==> src/rtl/launch_queue.sv <==
`default_nettype none
// ============================================================================
// Module   : launch_queue
// Brief    : Dual-issue in-order circular launch queue between decode and
//            launch select. Optional perf counters: LAUNCH_QUEUE_PERF_EN.
// Revision : 1.0 - initial release
// ============================================================================
module launch_queue #(
    parameter int DEPTH = 8,
    parameter int PC_W  = 32,
    parameter int DC_W  = 64
) (
    input  logic                     clk,
    input  logic                     rst,
    input  logic                     flush,
    input  logic [1:0]               push_valid,
    input  logic [PC_W-1:0]          push0_pc,
    input  logic [PC_W-1:0]          push0_npc,
    input  logic [DC_W-1:0]          push0_dc,
    input  logic [PC_W-1:0]          push1_pc,
    input  logic [PC_W-1:0]          push1_npc,
    input  logic [DC_W-1:0]          push1_dc,
    output logic                     push_ready,
    output logic [PC_W-1:0]          in1_pc,
    output logic [PC_W-1:0]          in1_npc,
    output logic [DC_W-1:0]          in1_decodeout,
    output logic                     receive_flag1,
    output logic [PC_W-1:0]          in2_pc,
    output logic [PC_W-1:0]          in2_npc,
    output logic [DC_W-1:0]          in2_decodeout,
    output logic                     receive_flag2,
    input  logic [3:0]               launch_flag,
    output logic [$clog2(DEPTH):0]   count
`ifdef LAUNCH_QUEUE_PERF_EN
    ,
    output logic [31:0]              stall_cnt,
    output logic [31:0]              dual_cnt
`endif
);

    localparam int AW = $clog2(DEPTH);
    localparam int CW = AW + 1;
    localparam int EW = 2 * PC_W + DC_W;
    localparam logic [CW-1:0] c_push_limit = CW'(DEPTH - 2);

    logic [EW-1:0] r_mem [DEPTH];
    logic [AW-1:0] r_head;
    logic [AW-1:0] r_tail;
    logic [CW-1:0] r_count;

    logic          w_wr0;
    logic          w_wr1;
    logic          w_pop1;
    logic          w_pop2;
    logic [1:0]    w_push_num;
    logic [1:0]    w_pop_num;
    logic [AW-1:0] w_head1;
    logic [AW-1:0] w_tail1;
    logic [EW-1:0] w_ent1;
    logic [EW-1:0] w_ent2;

    // Space check uses registered occupancy only, so pops never free room early.
    assign push_ready = (r_count <= c_push_limit);
    assign w_wr0      = push_ready & (push_valid != 2'b00);
    assign w_wr1      = push_ready & (push_valid == 2'b11);
    assign w_push_num = {1'b0, w_wr0} + {1'b0, w_wr1};

    assign receive_flag1 = (r_count != '0);
    assign receive_flag2 = (r_count >= CW'(2));
    assign w_pop1        = receive_flag1 & (launch_flag[3] | launch_flag[2]);
    assign w_pop2        = w_pop1 & receive_flag2 & (launch_flag[1] | launch_flag[0]);
    assign w_pop_num     = {1'b0, w_pop1} + {1'b0, w_pop2};

    assign w_head1 = r_head + AW'(1);
    assign w_tail1 = r_tail + AW'(1);
    assign w_ent1  = r_mem[r_head];
    assign w_ent2  = r_mem[w_head1];

    assign {in1_pc, in1_npc, in1_decodeout} = w_ent1;
    assign {in2_pc, in2_npc, in2_decodeout} = w_ent2;
    assign count = r_count;

    always_ff @(posedge clk) begin
        if (w_wr0) r_mem[r_tail]  <= {push0_pc, push0_npc, push0_dc};
        if (w_wr1) r_mem[w_tail1] <= {push1_pc, push1_npc, push1_dc};
    end

    always_ff @(posedge clk) begin
        if (rst) begin
            r_head  <= '0;
            r_tail  <= '0;
            r_count <= '0;
        end else if (flush) begin
            r_head  <= '0;
            r_tail  <= '0;
            r_count <= '0;
        end else begin
            r_head  <= r_head + AW'(w_pop_num);
            r_tail  <= r_tail + AW'(w_push_num);
            r_count <= r_count + CW'(w_push_num) - CW'(w_pop_num);
        end
    end

`ifdef LAUNCH_QUEUE_PERF_EN
    logic [31:0] r_stall_cnt;
    logic [31:0] r_dual_cnt;

    always_ff @(posedge clk) begin
        if (rst) begin
            r_stall_cnt <= '0;
            r_dual_cnt  <= '0;
        end else if (!flush) begin
            if (receive_flag1 && !w_pop1) r_stall_cnt <= r_stall_cnt + 32'd1;
            if (w_pop2)                   r_dual_cnt  <= r_dual_cnt + 32'd1;
        end
    end

    assign stall_cnt = r_stall_cnt;
    assign dual_cnt  = r_dual_cnt;
`else
    // Performance counters are not built in this configuration.
`endif

endmodule
`default_nettype wire

==> config.mk <==
export PLATFORM = sky130hd
export DESIGN_NAME = launch_queue
export DESIGN_NICKNAME = d
export VERILOG_FILES = /design/src/rtl/launch_queue.sv
export SDC_FILE = /design/constraint.sdc
export NUM_CORES = 2
export LEC_CHECK = 0
export CORE_MARGIN = 4
export CORE_UTILIZATION = 35
export CTS_CLUSTER_SIZE = 20
export DETAILED_ROUTE_END_ITERATION = 7
export GPL_ROUTABILITY_DRIVEN = 0
export PLACE_DENSITY_LB_ADDON = 0.1
export SLEW_MARGIN = 20
export SYNTH_ARGS = -nofsm -noshare
export SYNTH_HDL_FRONTEND = slang
export SYNTH_SLANG_ARGS = --single-unit
==> constraint.sdc <==
create_clock -name clk -period 5.2 [get_ports clk]
set_input_delay 1.04 -clock clk [delete_from_list [all_inputs] [get_ports clk]]
set_output_delay 1.04 -clock clk [all_outputs]
set_load 0.01 [all_outputs]
After elaboration in Yosys (flattened, before gate mapping):

Memory sizes are Yosys's and may differ from the RTL's. A register that Yosys moved wholly into a read port is not among the register bits.
Cells that the tools add are included.

* flip-flop bits (word level): 10
* bits in writable memories: 1024
* input bits: 265
* logic and storage cells: 30
* memories: 1

* add/subtract/negate cells: 8
* magnitude comparators: 2
* eq/ne operators: 1
* muxes and demuxes: 5
* bitwise gates (word level): 7
* reductions and logical operators: 3

Memory list
* r_mem: depth 8, width 128, read ports 2, clocked after Yosys merged registers in 1, wr ports 2, RTL line 46 `logic [EW-1:0] r_mem [DEPTH];`

Operator list (number)
* adder 3 x 1 -> 3 bit, second input constant: 2
* adder 3 x 2 -> 3 bit: 2
* AND 1 bit: 5
* adder 1 x 1 -> 2 bit: 2
* adder 4 x 2 -> 4 bit: 1
* >= comparator 4 x 2 -> 1 bit, second input constant: 1
* less-or-equal comparator 4 x 3 -> 1 bit, second input constant: 1
* 2-to-1 mux 1 bit: 4
* nonzero test 4 bit: 1
* subtractor 4 x 2 -> 4 bit: 1
* 2-to-1 mux 3 bit: 1
* equality test 2 bit, second input constant: 1
* OR 1 bit: 2
* nonzero test 2 bit: 1
* OR reduction 2 bit: 1

Logic depth before layout (Yosys ltp):

* word-level depth: 7
* depth in mapped cells: 15
* depth with buffers taken out: 14

Least setup slack after synthesis:

OpenSTA, ideal clock, no wires.

* path type: input to register
* start point: input port push_valid[0]
* end point: memory r_mem[1][0] in the netlist's numbering (enable)
* library setup time: 0.500 ns
* data arrival time: 4.751 ns
* required time: 4.700 ns
* slack: -0.051 ns
* stages: 5
* cells stage by stage: nand4bb_1 -> nor4_4 -> buf_6 -> buf_6 -> a31o_1

RTL lines
* start, declared: RTL line 16 `input logic [1:0] push_valid,`
* end, declared: RTL line 46

Final worst setup path:

* start point: register r_head[0]
* end point: output port in2_pc[21]

* word-level cells in the longest chain between the ends: 2

Ends and longest elaborated chain
* start, declared: RTL line 47 `logic [AW-1:0] r_head;`
* start signal, assigned: RTL line 98 `r_head <= r_head + AW'(w_pop_num);`
* adder 3 x 1 -> 3 bit: RTL line 74 `assign w_head1 = r_head + AW'(1);`
* memory read (8 x 128 bit)
* end, declared: RTL line 28 `output logic [PC_W-1:0] in2_pc,`

Every way passes these cells.

==> metrics <==
worst hold stages 2; I/O Pins 528; Final ANT Viol Nets 0; Worst Setup Path Type flip-flop to output port; clock root buffer clkbuf_16; Ys Warns 0; Rows 152; Port Buffers 527; r2r endpoint count[2]; Slew Viols, Final 0; Flop pwr share 0.338; status finished, final reports clean; Area Growth Syn to Fin 19.08%; CP arrival 3690 ps; clock sink count 1034; DRC viols 0; hold path startpoint count[0]; chip width 425.3 um; power per cell area 426.5 nW/um2; synthesized flop and latch total 1034; pre-CTS WS 1166 ps; Worst-path clk slew 60 ps; first-pass GRT wire length 272200 um; die height 425.3 um; Post-Syn Nets 3446; TritonCTS clock tree built; Synth cell types 42; Final Setup Violations 0; Max-Cap Viols 0; Pre-Repair DR Iteration Count 5; PostCTS Resize Cnt 0; Clock Power Share 0.274; critical path's top delay family buffers and inverters; vias after detailed routing 33.69k; Die ar. 180900 um2; flop-to-flop setup slack 1780 ps; worst path cell trace buf_12, buf_4, mux4_2, mux2_2, clkdlybuf4s50_1; Min Hold Slack 687.2 ps; Synth Instances 3165; startpoint types flip-flop; H-tree depth 4; Mapped Avg Cell Area 19.26 um2; placed insts 5846; HPWL after DPL 113300 um; Hold Violations, Final 0; fmax 211.4 MHz; average wire per standard cell 31.27 um; Design Area, Final 72570 um2; Worst path max stage delay 600 ps; switching portion of total power 0.3059; mapped cell area 60940 um2; Layout Cells excl Fill 6100; cell accounting for the most synthesized area edfxtp_1; initial antenna violation count 43; Req. time, crit path 4160 ps; Num CTS Buffers 133; leakage power 22.93 nW; net count reported at finish 3952; total track usage 0.2082; Int Power 21.48 mW; remaining global-route overflow 0; r2r worst-path depth 13; period utilization 0.9098; Crit Reg-Reg Startpoint count[3]; largest net degree at the start of global routing 110; Core Util, Final 0.4212; Clock Latency Late Sink 730 ps; Layout Skew 30.38 ps; DR vias/cell 5.523; unrepaired setup endpoints after global routing false; Critical path buffers and inverters 3; register area share after synthesis 0.5078; Peak supply drop 0.3006 mV; minimum clock period 4731 ps; vias in the first global route 36.50k; Post-CTS Setup Inserts 0; fillers 15.46k; Worst Hold End count[0]; Total Wirelength 190700 um; Crit Path Max Fanout 56; Switch Pwr 9.466 mW; number of DRC markers in iteration 0 2236; combinational power share 0.387; Synth area leaders edfxtp_1, mux4_2, mux2_1; clk buf depth 3; area post-placement 68610 um2; Rel. slew slack 0.3528; Synth top area share 0.5046; worst-margin pin slew 970.8 ps; slowest CP cell dfxtp_4; CORE AREA 172300 um2; CP Capture Type output port; Initial Util 0.3537; layout cells sized above 1 0.3593; setup TNS 0 ps; total power 30.95 mW; final worst slack 469.3 ps; hold bufs inserted after CTS 0; HP Class flip-flop to flip-flop
sequential cells by signal (all words and copies together) (netlist names):
| signal | cells |
|---|---|
| count | 4 |
| r_tail | 3 |
| r_mem | 1024 |
| r_head | 3 |
power by group through the flow:
stage                     Clock (mW)  Combinational (mW)  Sequential (mW)
after CTS                       8.75                12.3             10.5
after floorplan                    0                7.02             10.5
after global routing            9.08                12.7             10.5
final                           8.50                12.0             10.5
after detailed placement           0                12.2             10.6
after global placement             0                12.3             10.6
worst max-delay path by stage:
stage | start | slack [ps] | end | cells past startpoint
floorplan | push_valid[0] | 20 | r_mem[3][0] | 5
global placement | push_valid[1] | 1110 | count[2] | 12
detailed placement | r_head[0] | 1170 | in2_pc[21] | 5
CTS | r_head[0] | 340 | in2_pc[21] | 5
global route | r_head[0] | 250 | in2_pc[21] | 5
finish | r_head[0] | 470 | in2_pc[21] | 5
cell type report:
| type | instances | area (um2) | share of cell area |
|---|---|---|---|
| Multi-Input combinational cell | 1861 | 27940 | 0.3850 |
| Clock buffer | 177 | 3557 | 0.04901 |
| Antenna cell | 27 | 67.56 | 0.0009310 |
| Tap cell | 2310 | 2890 | 0.03983 |
| Inverter | 13 | 48.80 | 0.0006724 |
| Timing Repair Buffer | 628 | 6771 | 0.09331 |
| Clock inverter | 50 | 334.1 | 0.004603 |
| Sequential cell | 1034 | 30960 | 0.4266 |
cell usage in the layout, fill, tap and decap left out, types with 2 or more instances in the layout:
cell / n
fa_1: 4
mux4_2: 512
mux2_4: 300
mux2_1: 724
clkinv_1: 31
xor2_1: 2
a41o_4: 6
inv_1: 13
nand4b_1: 2
edfxtp_1: 1024
a31o_4: 2
inv_6: 3
clkbuf_16: 136
bufinv_16: 4
clkdlybuf4s50_1: 527
nor2_1: 9
mux2_2: 256
dfxtp_4: 3
dfxtp_1: 7
buf_4: 42
clkbuf_1: 41
and2_1: 4
diode_2: 27
ha_1: 11
buf_12: 59
clkinv_2: 11
nor4_4: 8
per-layer routing:
metal / up-vias / part of all wire / GRT usage / wire length (um)
li1: 14415 / - / - / -
met1: 18150 / 0.42 / 0.2667 / 80600
met2: 852 / 0.50 / 0.3584 / 96130
met3: 257 / 0.046 / 0.03839 / 8701
met4: 16 / 0.027 / 0.06313 / 5208
met5: - / 0.00054 / 0 / 103
cells in the mapped netlist, drive strengths merged:
cell type	n
a21o	1
edfxtp	1024
mux4	512
a21boi	1
mux2i	1
nand4bb	1
nand4	1
o21a	1
nand2	1
or2	2
a31o	2
ha	12
o221a	1
a21oi	1
inv	13
a41o	6
nor4	8
dfxtp	10
and2	4
clkbuf	39
nand2b	1
nor3	1
xnor2	2
mux2	1280
and3	2
or3	1
xor2	4
fa	4
nand4b	2
buf	218
nor2	9
cells by family after synthesis:
group           count (synthesis)  synth area share
xor+xnor                        6          0.001109
flops                        1034            0.5078
simple gates                   33          0.005256
compound gates                 13          0.002094
mux                          1793            0.4444
buf+inv                       270           0.03556
fa+ha+maj                      16          0.003778
worst reg2reg max path, stage by stage, from the launching register on:
cell and delay (ps):
dfxtp_1 380, inv_1 80, ha_1 240, and3_4 290, nor3_2 720, ha_1 390, inv_1 70, ha_1 220
inv_1 60, ha_1 160, inv_1 60, fa_1 430, xor2_1 180, nor2_1 50
Power figures use the tool's default switching activity.
